<file path="config.mk">
export PLATFORM = sky130hd
export DESIGN_NAME = systolic_seq
export DESIGN_NICKNAME = d
export VERILOG_FILES = /design/src/rtl/systolic_pkg.sv /design/src/rtl/systolic_skew.sv /design/src/rtl/systolic_seq.sv
export SDC_FILE = /design/constraint.sdc
export NUM_CORES = 1
export LEC_CHECK = 0
export BUFFER_PORTS_ARGS = -buffer_cell sky130_fd_sc_hd__buf_2
export CAP_MARGIN = 20
export CORE_ASPECT_RATIO = 1.4
export CORE_UTILIZATION = 55
export CTS_CLUSTER_SIZE = 25
export DETAILED_ROUTE_END_ITERATION = 6
export GPL_TIMING_DRIVEN = 0
export PLACE_DENSITY = 0.74
export SLEW_MARGIN = 5
export SYNTH_ARGS = -nofsm -noshare
export SYNTH_HDL_FRONTEND = slang
export SYNTH_SLANG_ARGS = --single-unit
</file>
<file path="constraint.sdc">
create_clock -name clk -period 3.6 [get_ports clk]
set_input_delay 0.36 -clock clk [delete_from_list [all_inputs] [get_ports clk]]
set_output_delay 0.36 -clock clk [all_outputs]
set_load 0.005 [all_outputs]
</file>
<file path="src/rtl/systolic_pkg.sv">
// Shared types and sizing helpers for the systolic array sequencer.
// The FSM, skew selector and bench all agree on these defaults.
package systolic_pkg;

  localparam int N_DEF        = 8;
  localparam int K_DEF        = 8;
  localparam int FLUSH_DEF    = 16;
  localparam int READ_LAT_DEF = 1;

  typedef enum logic [2:0] {
    S_IDLE,
    S_LOAD,
    S_CLEAR,
    S_FEED,
    S_FLUSH,
    S_READ,
    S_DRAIN
  } state_t;

  // The array shifts out its bottom row (C_{N-1}) first, so capture order equals slot order.
  localparam bit READOUT_LAST_ROW_FIRST = 1'b1;

  function automatic int beat_width(input int n, input int k, input int flush, input int read_lat);
    int m;
    m = 2 * k;
    if (k + n - 1 > m) m = k + n - 1;
    if (flush > m) m = flush;
    if (read_lat + n > m) m = read_lat + n;
    return $clog2(m + 1);
  endfunction

  function automatic int idx_width(input int n);
    return (n > 1) ? $clog2(n) : 1;
  endfunction

endpackage

</file>
<file path="src/rtl/systolic_skew.sv">
// Combinational diagonal skew: on beat t, bit j of each wavefront carries
// operand t-j, so lane j lags lane 0 by j cycles.
module systolic_skew
  import systolic_pkg::*;
#(
  parameter int N  = N_DEF,
  parameter int K  = K_DEF,
  parameter int CW = beat_width(N_DEF, K_DEF, FLUSH_DEF, READ_LAT_DEF)
) (
  input  logic                  feed_en,
  input  logic [CW-1:0]         beat,
  input  logic [K-1:0][N-1:0]   a_buf,
  input  logic [K-1:0][N-1:0]   b_buf,
  output logic [N-1:0]          arr_in1,
  output logic [N-1:0]          arr_in2
);

  always_comb begin
    arr_in1 = '0;
    arr_in2 = '0;
    if (feed_en) begin
      for (int j = 0; j < N; j++) begin
        for (int k = 0; k < K; k++) begin
          if (int'(beat) == k + j) begin
            arr_in1[j] = a_buf[k][j];
            arr_in2[j] = b_buf[k][j];
          end
        end
      end
    end
  end

endmodule

</file>
<file path="src/rtl/systolic_seq.sv">
// Job sequencer for the 8x8 boolean systolic array: loads operands, clears,
// feeds skewed wavefronts, flushes, reads back and streams the result rows.
module systolic_seq
  import systolic_pkg::*;
#(
  parameter int N        = N_DEF,
  parameter int K        = K_DEF,
  parameter int FLUSH    = FLUSH_DEF,
  parameter int READ_LAT = READ_LAT_DEF
) (
  input  logic         clk,
  input  logic         rst_n,
  input  logic         start,
  input  logic         abort,
  output logic         busy,
  input  logic [N-1:0] in_data,
  input  logic         in_valid,
  output logic         in_ready,
  output logic [N-1:0] out_data,
  output logic         out_valid,
  input  logic         out_ready,
  output logic [N-1:0] arr_in1,
  output logic [N-1:0] arr_in2,
  output logic         arr_clear,
  output logic         arr_readout,
  input  logic [N-1:0] arr_out
);

  localparam int CW = beat_width(N, K, FLUSH, READ_LAT);
  localparam int SW = idx_width(N);
  localparam int KW = idx_width(K);

  localparam logic [CW-1:0] LOAD_LAST  = CW'(2 * K - 1);
  localparam logic [CW-1:0] FEED_LAST  = CW'(K + N - 2);
  localparam logic [CW-1:0] FLUSH_LAST = CW'((FLUSH > 0) ? FLUSH - 1 : 0);
  localparam logic [CW-1:0] READ_FIRST = CW'(READ_LAT);
  localparam logic [CW-1:0] READ_LAST  = CW'(READ_LAT + N - 1);
  localparam logic [CW-1:0] DRAIN_LAST = CW'(N - 1);

  state_t              state;
  logic [CW-1:0]       beat;
  logic                aborting;
  logic [K-1:0][N-1:0] a_buf;
  logic [K-1:0][N-1:0] b_buf;
  logic [N-1:0][N-1:0] res_buf;

  logic [KW-1:0] a_idx;
  logic [KW-1:0] b_idx;
  logic [SW-1:0] cap_idx;
  logic [SW-1:0] cap_slot;
  logic [SW-1:0] slot_nxt;

  assign a_idx    = KW'(beat);
  assign b_idx    = KW'(beat - CW'(K));
  assign cap_idx  = SW'(beat - READ_FIRST);
  assign cap_slot = READOUT_LAST_ROW_FIRST ? cap_idx : SW'(N - 1) - cap_idx;
  assign slot_nxt = SW'(beat + CW'(1));

  systolic_skew #(.N(N), .K(K), .CW(CW)) u_skew (
    .feed_en (state == S_FEED),
    .beat    (beat),
    .a_buf   (a_buf),
    .b_buf   (b_buf),
    .arr_in1 (arr_in1),
    .arr_in2 (arr_in2)
  );

  // Abort routes every active state through one clear cycle so the array never keeps stale partials.
  always_ff @(posedge clk or negedge rst_n) begin
    if (!rst_n) begin
      state       <= S_IDLE;
      beat        <= '0;
      aborting    <= 1'b0;
      busy        <= 1'b0;
      in_ready    <= 1'b0;
      out_valid   <= 1'b0;
      out_data    <= '0;
      arr_clear   <= 1'b1;
      arr_readout <= 1'b0;
      a_buf       <= '0;
      b_buf       <= '0;
      res_buf     <= '0;
    end else if (abort && state != S_IDLE) begin
      state       <= S_CLEAR;
      beat        <= '0;
      aborting    <= 1'b1;
      in_ready    <= 1'b0;
      out_valid   <= 1'b0;
      out_data    <= '0;
      arr_clear   <= 1'b1;
      arr_readout <= 1'b0;
      a_buf       <= '0;
      b_buf       <= '0;
      res_buf     <= '0;
    end else begin
      case (state)
        S_IDLE: begin
          arr_clear <= 1'b0;
          if (start && !abort) begin
            state    <= S_LOAD;
            beat     <= '0;
            busy     <= 1'b1;
            in_ready <= 1'b1;
          end
        end
        S_LOAD: begin
          if (in_valid) begin
            if (beat < CW'(K)) a_buf[a_idx] <= in_data;
            else               b_buf[b_idx] <= in_data;
            if (beat == LOAD_LAST) begin
              state     <= S_CLEAR;
              beat      <= '0;
              in_ready  <= 1'b0;
              arr_clear <= 1'b1;
            end else begin
              beat <= beat + CW'(1);
            end
          end
        end
        S_CLEAR: begin
          arr_clear <= 1'b0;
          beat      <= '0;
          if (aborting) begin
            state    <= S_IDLE;
            aborting <= 1'b0;
            busy     <= 1'b0;
          end else begin
            state <= S_FEED;
          end
        end
        S_FEED: begin
          if (beat == FEED_LAST) begin
            beat <= '0;
            if (FLUSH == 0) begin
              state       <= S_READ;
              arr_readout <= 1'b1;
            end else begin
              state <= S_FLUSH;
            end
          end else begin
            beat <= beat + CW'(1);
          end
        end
        S_FLUSH: begin
          if (beat == FLUSH_LAST) begin
            state       <= S_READ;
            beat        <= '0;
            arr_readout <= 1'b1;
          end else begin
            beat <= beat + CW'(1);
          end
        end
        // Slot 0 may be the very row captured on the last read beat, so bypass it straight out.
        S_READ: begin
          if (beat >= READ_FIRST) res_buf[cap_slot] <= arr_out;
          if (beat == READ_LAST) begin
            state       <= S_DRAIN;
            beat        <= '0;
            arr_readout <= 1'b0;
            out_valid   <= 1'b1;
            out_data    <= (cap_slot == '0) ? arr_out : res_buf[0];
          end else begin
            beat <= beat + CW'(1);
          end
        end
        S_DRAIN: begin
          if (out_ready) begin
            if (beat == DRAIN_LAST) begin
              state     <= S_IDLE;
              beat      <= '0;
              out_valid <= 1'b0;
              out_data  <= '0;
              busy      <= 1'b0;
            end else begin
              beat     <= beat + CW'(1);
              out_data <= res_buf[slot_nxt];
            end
          end
        end
        default: state <= S_IDLE;
      endcase
    end
  end

endmodule

</file>
Word-level counts from Yosys, hierarchy flattened --
Index checks and enable logic that the tools add are counted.
Word-level totals: flip-flop bits (word level) 214, bits in latches 0, memory bits (writable) 0, memory bits (read-only) 0, input port bits 22, memories kept 0
Cells by class: $add $sub $neg 3, multiply operators 0, div/mod/pow operators 0, $lt $le $gt $ge 9, equal/unequal tests 37, shift operators 0, mux-type cells 199, bitwise logic cells 1, reductions and logical operators 34
Operators by type and width (count):
- $mux W64 | 11
- $bwmux W64 | 3
- $mux W1 | 144
- $mux W8 | 11
- $demux W8 S3 | 3
- $mux W5 | 8
- $eq A5 B4 Y1 const B | 7
- $eq A5 B5 Y1 const B | 7
- $pmux W5 S7 | 1
- $mux W3 | 9
- $bmux W8 S3 | 1
- $ne A3 B3 Y1 const B | 8
- $pmux W3 S7 | 1
- $reduce_bool A3 Y1 | 6
- $lt A3 B4 Y1 const B | 4
- $pmux W8 S2 | 1
- $eq A5 B3 Y1 const B | 3
- $reduce_and A3 Y1 | 5
- $reduce_and A4 Y1 | 3
- $reduce_bool A2 Y1 | 6
- $ne A2 B2 Y1 const B | 5
- $eq A3 B3 Y1 const B | 3
- $ge A3 B1 Y1 const B | 3
- $pmux W1 S2 | 4
- 19 further kinds | 26

Longest topological paths before layout --
Gate-level depths: netlist of the first run.
depth after elaboration 10, gate-level depth with buffers 12, mapped depth without buffers 9

By module --
Synthesis of the first run repeated with hierarchy kept, for this count alone.
Second synthesis, totals: cell total of the unflattened synthesis 1151, area total of the unflattened synthesis 11468.5 µm²
Modules (own cells, without submodules):
- systolic_seq | times used 1, cells each 899, area an instance 9888.2 µm², sequential area each 5356.4 µm²
- systolic_skew | times used 1, cells each 252, area an instance 1580.3 µm², sequential area each 0.0 µm²

Worst setup path before layout of the first run --
Ideal clock, no wire load.
kind reg-to-output, from register beat[1], to output port arr_in2[1], arrival time 2.291 ns, slack 0.949 ns, cell stages (with the launch flop) 10, cells stage by stage dfrtp_1 buf_2 inv_1 ha_1 buf_2 and4bb_2 clkbuf_1 a31oi_1 a211o_1 a2111oi_2
On the way: cells in the longest elaborated chain, start to end 10, elaborated cells between the ends (all ways) 17, those cells by class 8 x eq/ne; 9 x mux
Ends and longest elaborated chain:
- start: declaration | line systolic_seq.sv:41 | logic [CW-1:0] beat;
- start signal: assignment | line systolic_seq.sv:116 | beat <= beat + CW'(1);
- start signal: assignment | line systolic_seq.sv:141 | beat <= beat + CW'(1);
- start signal: assignment | line systolic_seq.sv:150 | beat <= beat + CW'(1);
- $eq A5 B2 Y1 | line systolic_skew.sv:24 | if (int'(beat) == k + j) begin
- $mux W1 (7 in a row) | line systolic_skew.sv:24
- $mux W1 * | line systolic_skew.sv:24
- $mux W8 * | line systolic_skew.sv:21 | if (feed_en) begin
- end: declaration | line systolic_seq.sv:23 | output logic [N-1:0] arr_in2,
Mark *: on every way between the ends. The rest lies on a longest branch, timed or not.

Worst setup path in the final report of the first run --
from register beat[1], to output port arr_in2[6]
On the way: cells in the longest elaborated chain, start to end 10, elaborated cells between the ends (all ways) 17, those cells by class 8 x eq/ne; 9 x mux
Ends and longest elaborated chain (line):
- $eq A5 B4 Y1 | systolic_skew.sv:24
- $mux W1 (7 in a row) | systolic_skew.sv:24
- $mux W1 * | systolic_skew.sv:24
- $mux W8 * | systolic_skew.sv:21
Marks and branches as above.

==> flow_summary_export.csv, run 1 <==
group,metric,value,unit
drt,vias_per_cell,6.444,
drt,wire_per_inst,25.71,um
sta,clock_skew,6.633,ps
power,vdd_drop_max,0.4078,mV
synthesis,synth_ff_type,"dfrtp_1",
critical_path,crit_fanout,10,
critical_path,start_kind,"register",
drt,wl,37610,um
critical_path,cp-end-kind,"output port",
floorplan,io_pins,51,
synthesis,syn_area_per_cell,10.42,um^2
finish,synthToLayoutAreaGrowth,12.38,%
cts,h-tree-depth,1,
sta,setup_slack,-12.94,ps
synthesis,yosys.area.top_type,"dfrtp_1",
critical_path,cpPeakStageDelay,480,ps
critical_path,crit_buf_inv,3,
floorplan,start_util,56.58,%
drt,drtIter0Drc,900,
drt,vias,9427,
run_status,status,"finished with violations",
floorplan,core,0.02063,mm^2
min_path,hold_class,"in -> reg",
cts,cts.sinks,214,
sta,drv_slew,0,
synthesis,ys_seq_area_share,45.88,%
global_routing,grt_max_degree,82,
critical_path,cp_data_arrival_time,3250,ps
job,maxCapViolCount,0,
cts,root_buffer,"clkbuf_16",
critical_path,crit_type,"reg -> out",
global_routing,grt_antenna_before_repair,0,
sta,min_period,3613,ps
floorplan,row_count,62,
placed_design,gp_congestion,0.9752,
floorplan,dieArea,0.02182,mm^2
global_routing,grt_pass1_vias,9562,
drt,drc_errors,0,
synthesis,ys_types,79,
global_routing,track_usage,35.09,%
critical_path,r2r_start,"beat[1]",
run_status,violations,"setup timing",
synthesis,synth_top_area_share,45.65,%
synthesis,netlist_area,0.01167,mm^2
placed_design,dp_slack,83.09,ps
synthesis,synth_commonest_cells,"232 x nor2_1, 213 x dfrtp_1, 209 x mux2i_1, 49 x a21oi_1, 41 x clkbuf_1",
drt,antenna_left,0,
placed_design,port-buffer-count,42,
critical_path,critPathMostFrequentCell,"buf_2",
synthesis,synthTopCellsByArea,"dfrtp_1 46%, mux2i_1 18%, nor2_1 7.5%",
synthesis,ys_async_sr_fraction,100.0,%
synthesis,syn-num-nets,1150,
sta,setup_tns,-12.94,ps
synthesis,syn_inst,1120,
placed_design,dp_hpwl,26210,um
finish,n_antenna_cell,0,
finish,drive_gt1_share,16.40,%
floorplan,fp.dieW,125.1,um
sta,final_hold_viol_count,0,
synthesis,yosys_register_bits,214,
critical_path,crit_chain,"buf_4 -> ha_1 -> buf_2 -> nor3b_2 -> and2_1 -> a211oi_1 -> o32ai_1 -> buf_2",
sta,worst_slew_pin_slew,914.9,ps
synthesis,synth_most_common_cell,"nor2_1",
power,power_density,487.0,mW/mm^2
power,finalPower,6.390,mW
cts,cts_made_buffers,23,
critical_path,cp.required,3240,ps
critical_path,cp-startpoint,"beat[1]",
drt,drtPass1Iterations,7,
sta,relSlewSlack,39.01,%
sta,timing.final.crit_share,100.4,%
cts,cts_tree,"yes",
cts,clk_latency,520,ps
synthesis,yosysWarningCount,0,
min_path,holdCritStartpoint,"start",
floorplan,chipHeight,174.4,um
sta,rsz0062_at_grt,"false",
cts,cts_buffer_depth,3,
power,p_leak,6.296,nW
global_routing,grt_first_pass_wirelength,57190,um
sta,setup_viol,1,
critical_path,critPathSlowestCell,"nor3b_2",
finish,nNetsFinal,1221,
critical_path,crit_family,"simple AND/OR/NAND/NOR gates",
sta,max_freq,276.8,MHz
synthesis,synth-edff-count,0,
global_routing,grt_overflow,0,
cts,clk_pin_slew,70,ps
[layer usage]
metal	wire length (um)	GRT usage (%)	share of wire, %
met5	0	0	0
met1	14020	41.11	37
met3	2436	4.863	6.5
met2	18480	60.10	49
met4	2674	23.42	7.1
[metrics by stage]
step                      cell area (um^2)  cells  hold WS (ps)  utilization [%]
final                                13120   1463         198.4            63.58
after CTS                            13090   1463         190.8            63.42
after floorplan                      11670   1120         64.41                -
after global routing                 13120   1463         212.5            63.58
after global placement               12210   1418         476.8            59.15
after detailed placement             12270   1420         311.2            59.47
[cell type report]
type	instances	area (um^2)
Inverter	16	63.81
Clock inverter	10	115.1
Tap cell	256	320.3
Fill cell	1696	7515
Clock buffer	31	635.6
Buffer	89	454.2
Timing Repair Buffer	48	307.8
Multi-Input combinational cell	799	5866
Sequential cell	214	5358
[worst reg2reg max path: cells and delay by family, from the launching register on]
family                     cells  cell delay [ps]
buffers and inverters          5             1030
AOI/OAI and AO/OA              2              490
adders and majority gates      2              470
DFF                            1              420
muxes                          1              340
and+or+nand+nor                2              250
[state kept, by name, indices dropped and copies added (netlist names)]
register / cells
a_buf: 64
aborting: 1
arr_clear: 1
arr_readout: 1
b_buf: 64
beat: 5
busy: 1
in_ready: 1
out_data: 8
out_valid: 1
res_buf: 64
state: 3
[power by group]
part | internal, mW | switching, mW | total [mW]
logic | 0.414 | 1.04 | 1.46
clock network | 1.39 | 1.02 | 2.41
registers | 2.47 | 0.0533 | 2.53
[timing repair]
action / in CTS / in global routing
hold buffers: 1 / 0
pin swaps: 0 / 0
gates resized for setup: 14 / 9
endpoints found under the setup margin: 14 / 9
setup buffers: 2 / 1
endpoints found under the hold margin: 54 / 0
[cells by family after synthesis]
kind of cell | count (synthesis) | share of synthesized area, %
compound gates | 179 | 10.70
xor+xnor | 3 | 0.6110
flops | 214 | 45.88
mux | 227 | 21.20
buf+inv | 107 | 4.351
simple gates | 382 | 16.41
fa+ha+maj | 8 | 0.8574
[cell usage in the layout (no fill, tap or decap), types with 7 or more instances in the layout]
| cell type | n |
|---|---|
| a31oi_1 | 7 |
| a211oi_1 | 8 |
| nor2b_1 | 7 |
| buf_6 | 7 |
| nand3_1 | 20 |
| ha_1 | 7 |
| dfrtp_1 | 212 |
| mux2i_1 | 209 |
| nor3_4 | 7 |
| clkbuf_16 | 23 |
| nor3_1 | 8 |
| buf_4 | 7 |
| buf_2 | 72 |
| nor2_1 | 230 |
| nand2_1 | 37 |
| clkbuf_1 | 43 |
| a211o_1 | 7 |
| mux4_2 | 16 |
| o21ai_0 | 27 |
| o22ai_1 | 12 |
| or3_1 | 7 |
| nand2b_1 | 10 |
| a21oi_1 | 49 |
| inv_1 | 14 |
| o221ai_1 | 15 |
[worst paths after layout]
check | endpoint | slack (ps) | depth (start not counted)
setup / recovery | arr_in2[6] | -10 | 8
hold / removal | in_ready | 200 | 3
setup reg to reg | state[0] | 480 | 12
hold reg to reg | out_data[1] | 480 | 2
max in group asynchronous | arr_clear | 2420 | 3
min in group asynchronous | a_buf[19] | 360 | 2
No activity file was read; power rests on OpenSTA's default activity.
==> run 2, diff against run 1 <==
- SETUP_SLACK_MARGIN: unset -> 0.02
- SLEW_MARGIN: 5 -> 20
==> flow_summary_export.csv, run 2 (synthesis gave the netlist of run 1 again) <==
group,metric,value,unit
critical_path,crit_family,"compound AO/OA/AOI/OAI gates",
critical_path,cpPeakStageDelay,410,ps
cts,cts_buffer_depth,3,
critical_path,crit_chain,"buf_6 -> clkinvlp_4 -> ha_4 -> buf_2 -> and2_1 -> a21oi_1 -> o21ai_0 -> o221ai_1 -> a211oi_1 -> buf_2",
sta,drv_slew,0,
floorplan,start_util,56.58,%
critical_path,crit_buf_inv,4,
cts,clk_latency,520,ps
sta,final_hold_viol_count,0,
global_routing,grt_first_pass_wirelength,57110,um
critical_path,start_kind,"register",
sta,min_period,3521,ps
cts,h-tree-depth,1,
floorplan,row_count,62,
power,p_leak,6.291,nW
run_status,violations,"DRC",
critical_path,cp-startpoint,"beat[1]",
floorplan,io_pins,51,
finish,n_antenna_cell,0,
finish,synthToLayoutAreaGrowth,12.27,%
critical_path,critPathMostFrequentCell,"buf_2",
critical_path,cp-end-kind,"output port",
critical_path,cp.required,3240,ps
global_routing,track_usage,35.07,%
power,power_frac_clock,37.7,%
power,seq_power_share,39.6,%
global_routing,grt_pass1_vias,9560,
critical_path,crit_type,"reg -> out",
placed_design,port-buffer-count,42,
power,p_sw,2.108,mW
min_path,hold_class,"in -> reg",
finish,layout_commonest_cell,"nor2_1",
critical_path,r2r_start,"beat[0]",
floorplan,fp.dieW,125.1,um
cts,clk_pin_slew,70,ps
cts,cts_made_buffers,23,
sta,fin_hold_ws,197.8,ps
cts,cts.sinks,214,
critical_path,cp_data_arrival_time,3160,ps
min_path,holdCritStartpoint,"start",
placed_design,dp_hpwl,26210,um
drt,drc_errors,2,
power,swShare,33.06,%
floorplan,chipHeight,174.4,um
sta,setup_viol,0,
job,maxCapViolCount,0,
drt,drtIter0Drc,911,
sta,max_freq,284.0,MHz
power,comb_power_share,22.7,%
finish,drive_gt1_share,16.33,%
finish,final_cell_area,0.01311,mm^2
drt,vias_per_cell,6.413,
floorplan,core,0.02063,mm^2
global_routing,grt_overflow,0,
sta,setup_tns,0,ps
drt,antenna_left,0,
power,power_density,486.4,mW/mm^2
sta,clock_skew,10.70,ps
critical_path,critPathSlowestCell,"dfrtp_1",
global_routing,grt_antenna_before_repair,0,
drt,vias,9376,
power,power.internal,4.268,mW
cts,cts_tree,"yes",
finish,top_regs,"a_buf: 64 flops, b_buf: 64 flops, res_buf: 64 flops",
drt,wire_per_inst,25.63,um
global_routing,grt_max_degree,82,
sta,timing.final.crit_share,97.82,%
placed_design,dpl_cell_area,0.01227,mm^2
finish,nNetsFinal,1220,
sta,worst_slew_pin_slew,914.6,ps
placed_design,gp_congestion,0.9752,
critical_path,crit_fanout,10,
drt,drtPass1Iterations,7,
power,vdd_drop_max,0.4090,mV
finish,layout_common_cells,"230 x nor2_1, 213 x dfrtp_1, 209 x mux2i_1",
sta,rsz0062_at_grt,"true",
cts,root_buffer,"clkbuf_16",
sta,relSlewSlack,39.03,%
floorplan,dieArea,0.02182,mm^2
run_status,status,"finished with violations",
drt,wl,37470,um
-- run 2: final timing paths --
check	end	slack, ps	depth (start not counted)
max	arr_in2[2]	80	10
min	in_ready	200	3
max reg2reg	beat[3]	490	11
min reg2reg	out_data[1]	480	2
max in group asynchronous	arr_clear	2440	3
min in group asynchronous	a_buf[8]	350	2
-- run 2: final cells by class --
type	count	area [um^2]
Clock buffer	31	635.6
Tap cell	256	320.3
Sequential cell	214	5356
Buffer	89	451.7
Inverter	16	63.81
Timing Repair Buffer	47	300.3
Multi-Input combinational cell	799	5864
Clock inverter	10	115.1
Fill cell	1696	7527
-- run 2: power by group through the flow --
stage | Clock (mW) | Combinational, mW | Sequential (mW)
floorplan | 0 | 0.883 | 2.55
global placement | 0 | 1.37 | 2.56
detailed placement | 0 | 1.40 | 2.56
CTS | 2.42 | 1.42 | 2.52
global route | 2.51 | 1.54 | 2.53
finish | 2.40 | 1.45 | 2.52
-- run 2: timing repair --
action / 4_1_cts / 5_1_grt
endpoints found under the setup margin: 15 / 7
resized for setup: 15 / 9
cloned: 0 / 0
pin swaps: 0 / 0
setup buffers: 2 / 0
hold buffers: 1 / 0
endpoints found under the hold margin: 54 / 0
-- run 2: through the flow --
stage          total power, mW  setup slack [ps]  instances  util (%)
5_1_grt                  6.579            0.1459       1462     63.52
3_5_place_dp             3.957             83.09       1420     59.47
3_3_place_gp             3.936             -1511       1418     59.15
4_1_cts                  6.363             64.76       1462     63.39
6_report                 6.376             78.64       1462     63.52
2_1_floorplan            3.435             948.5       1120         -
-- run 2: worst register-to-register path, delay by kind of cell (launching register included) --
kind,cells,cell delay (ps)
buffers and inverters,4,1080
flip-flops,1,510
adder cells (fa/ha/maj),2,560
AND/OR/NAND/NOR,2,220
AO/OA/AOI/OAI,3,650
-- run 2: routing by layer --
layer,wire length (um),track usage (%),up-vias
met5,0,0,-
met4,2685,23.02,0
met3,2572,4.648,133
met2,18360,60.22,465
met1,13850,41.25,4641
li1,-,-,4137
==> run 3, diff against run 2 <==
- SYNTH_HIERARCHICAL: unset -> 1
==> flow_summary_export.csv, run 3 <==
group,metric,value,unit
sta,clock_skew,13.85,ps
synthesis,syn_inst,1151,
sta,drv_slew,0,
cts,clk_pin_slew,60,ps
placed_design,gp_congestion,1.005,
sta,min_period,3445,ps
synthesis,syn-num-nets,1181,
drt,wire_per_inst,25.64,um
finish,n_antenna_cell,0,
finish,drive_gt1_share,16.59,%
min_path,holdPathEnd,"a_buf[0]",
drt,wl,38410,um
synthesis,synth_top_area_share,46.48,%
floorplan,core,0.02048,mm^2
critical_path,r2r_end,"res_buf[4]",
finish,layout_commonest_cell,"dfrtp_1",
drt,vias_per_cell,6.480,
critical_path,cp-end-kind,"output port",
cts,postCtsSetupRepairBufs,0,
drt,vias,9707,
drt,drtPass1Iterations,5,
cts,cts_tree,"yes",
min_path,hold_class,"in -> reg",
synthesis,synth_ff_type,"dfrtp_1",
placed_design,dpl_cell_area,0.01210,mm^2
finish,synthToLayoutAreaGrowth,12.21,%
critical_path,crit_type,"reg -> out",
cts,cts_made_buffers,22,
cts,h-tree-depth,1,
critical_path,cp.required,3240,ps
synthesis,syn_area_per_cell,9.964,um^2
critical_path,r2r_start,"beat[0]",
synthesis,ys_seq_area_share,46.71,%
floorplan,fp.dieW,124.0,um
placed_design,dp_slack,267.8,ps
sta,fin_hold_ws,168.8,ps
floorplan,start_util,56.00,%
sta,timing.final.crit_share,95.68,%
job,maxCapViolCount,0,
synthesis,yosys.area.top_type,"dfrtp_1",
critical_path,cp_data_arrival_time,3080,ps
cts,cts.sinks,214,
cts,clk_latency,510,ps
cts,root_buffer,"clkbuf_16",
sta,relSlewSlack,26.41,%
sta,worst_slew_pin_slew,1102,ps
floorplan,row_count,62,
min_path,holdCritStartpoint,"in_data[0]",
sta,rsz0062_at_grt,"false",
sta,setup_viol,0,
placed_design,dp.cells,1459,
finish,top_regs,"a_buf: 64 flops, b_buf: 64 flops, res_buf: 64 flops",
finish,nNetsFinal,1257,
drt,antenna_left,0,
critical_path,crit_fanout,10,
finish,layout_common_cells,"213 x dfrtp_1, 159 x nand2_1, 115 x nor2_1",
synthesis,synthTopCellsByArea,"dfrtp_1 46%, mux2i_1 8.3%, nand2_1 5.2%",
synthesis,ys_types,71,
sta,max_freq,290.3,MHz
synthesis,yosysWarningCount,6,
drt,drtIter0Drc,854,
synthesis,ys_async_sr_fraction,100.0,%
floorplan,dieArea,0.02144,mm^2
synthesis,synth_commonest_cells,"213 x dfrtp_1, 159 x nand2_1, 115 x nor2_1, 95 x mux2i_1, 81 x a21oi_1",
min_path,worstHoldPathCells,3,
floorplan,chipHeight,172.9,um
critical_path,start_kind,"register",
global_routing,grt_pass1_vias,9741,
critical_path,r2r_slack,480,ps
global_routing,grt_first_pass_wirelength,58170,um
synthesis,yosys_register_bits,214,
run_status,status,"finished clean",
global_routing,track_usage,37.11,%
sta,setup_slack,155.5,ps
global_routing,grt_overflow,0,
placed_design,port-buffer-count,50,
finish,fin_cells,1498,
sta,final_hold_viol_count,0,
drt,drc_errors,0,
finish,final_cell_area,0.01287,mm^2
cts,cts_buffer_depth,3,
floorplan,io_pins,51,
synthesis,netlist_area,0.01147,mm^2
synthesis,synth_most_common_cell,"dfrtp_1",
power,power_density,561.6,mW/mm^2
critical_path,reg2reg_depth,9,
placed_design,dp_hpwl,26820,um
power,vdd_drop_max,0.4898,mV
global_routing,grt_antenna_before_repair,4,
global_routing,grt_max_degree,93,
power,p_leak,5.695,nW
synthesis,synth-edff-count,0,
==> run 3: cells by family (layout without fill, tap and decap cells) <==
| family | count (synthesis) | count (layout) | share of synthesized area (%) |
|---|---|---|---|
| AND/OR/NAND/NOR | 412 | 412 | 17.60 |
| AO/OA/AOI/OAI | 299 | 299 | 17.84 |
| flip-flops | 214 | 214 | 46.71 |
| multiplexers | 119 | 119 | 12.61 |
| buffers and inverters | 96 | 187 | 4.146 |
| adder cells (fa/ha/maj) | 8 | 8 | 0.8728 |
| XOR/XNOR | 3 | 3 | 0.2291 |
==> run 3: how the worst max path moves through the flow <==
stage	start	cells after the start	end	slack, ps
floorplan	beat[0]	9	out_data[2]	1290
global placement	rst_n	1	res_buf[16]	-1560
detailed placement	state[1]	9	arr_in1[3]	270
CTS	state[1]	8	arr_in1[0]	70
global route	beat[1]	6	arr_in1[0]	60
finish	beat[1]	8	arr_in1[3]	160
==> run 3: per-stage QoR <==
| step | utilization (%) | setup TNS [ps] | power [mW] |
|---|---|---|---|
| 2_1_floorplan | - | 0 | 4.067 |
| 3_3_place_gp | 58.79 | -325750 | 4.833 |
| 3_5_place_dp | 59.10 | 0 | 4.856 |
| 4_1_cts | 62.79 | 0 | 7.182 |
| 5_1_grt | 62.84 | 0 | 7.499 |
| 6_report | 62.84 | 0 | 7.227 |
==> run 3: layout make-up <==
type / count / area (um^2)
Fill cell: 1771 / 7611
Sequential cell: 214 / 5356
Clock inverter: 5 / 61.31
Tap cell: 256 / 320.3
Inverter: 14 / 52.55
Timing Repair Buffer: 53 / 325.3
Multi-Input combinational cell: 841 / 5654
Clock buffer: 34 / 676.9
Buffer: 81 / 421.7
==> run 3: layer usage <==
layer  share of wire (%)  wire (um)  GRT usage, %  vias up
met5               0.036         14             0        -
li1                    -          -             -     4293
met3                 6.8       2596         7.058      169
met2                  49      19010         60.68      450
met4                 8.2       3151         27.03        2
met1                  35      13630         42.57     4793
==> run 3: timing repair <==
action	in CTS	in global routing
hold buffers	1	0
setup endpoints to repair	11	10
endpoints found under the hold margin	52	0
gates resized for setup	2	4
==> run 3: where the power goes <==
group	internal [mW]	leakage, nW	total, mW	switching, mW
Sequential	2.50	2.97	2.56	0.0651
Clock	1.37	0.352	2.34	0.968
Combinational	0.644	2.37	2.32	1.68
==> run 3: worst max-delay path, cell delays in order (launching register included) <==
cell	delay [ps]
dfrtp_1	570
buf_4	300
nand2b_1	320
clkbuf_1	530
o21ai_0	150
nand2_1	120
o2111ai_2	290
nand2_1	150
buf_2	120
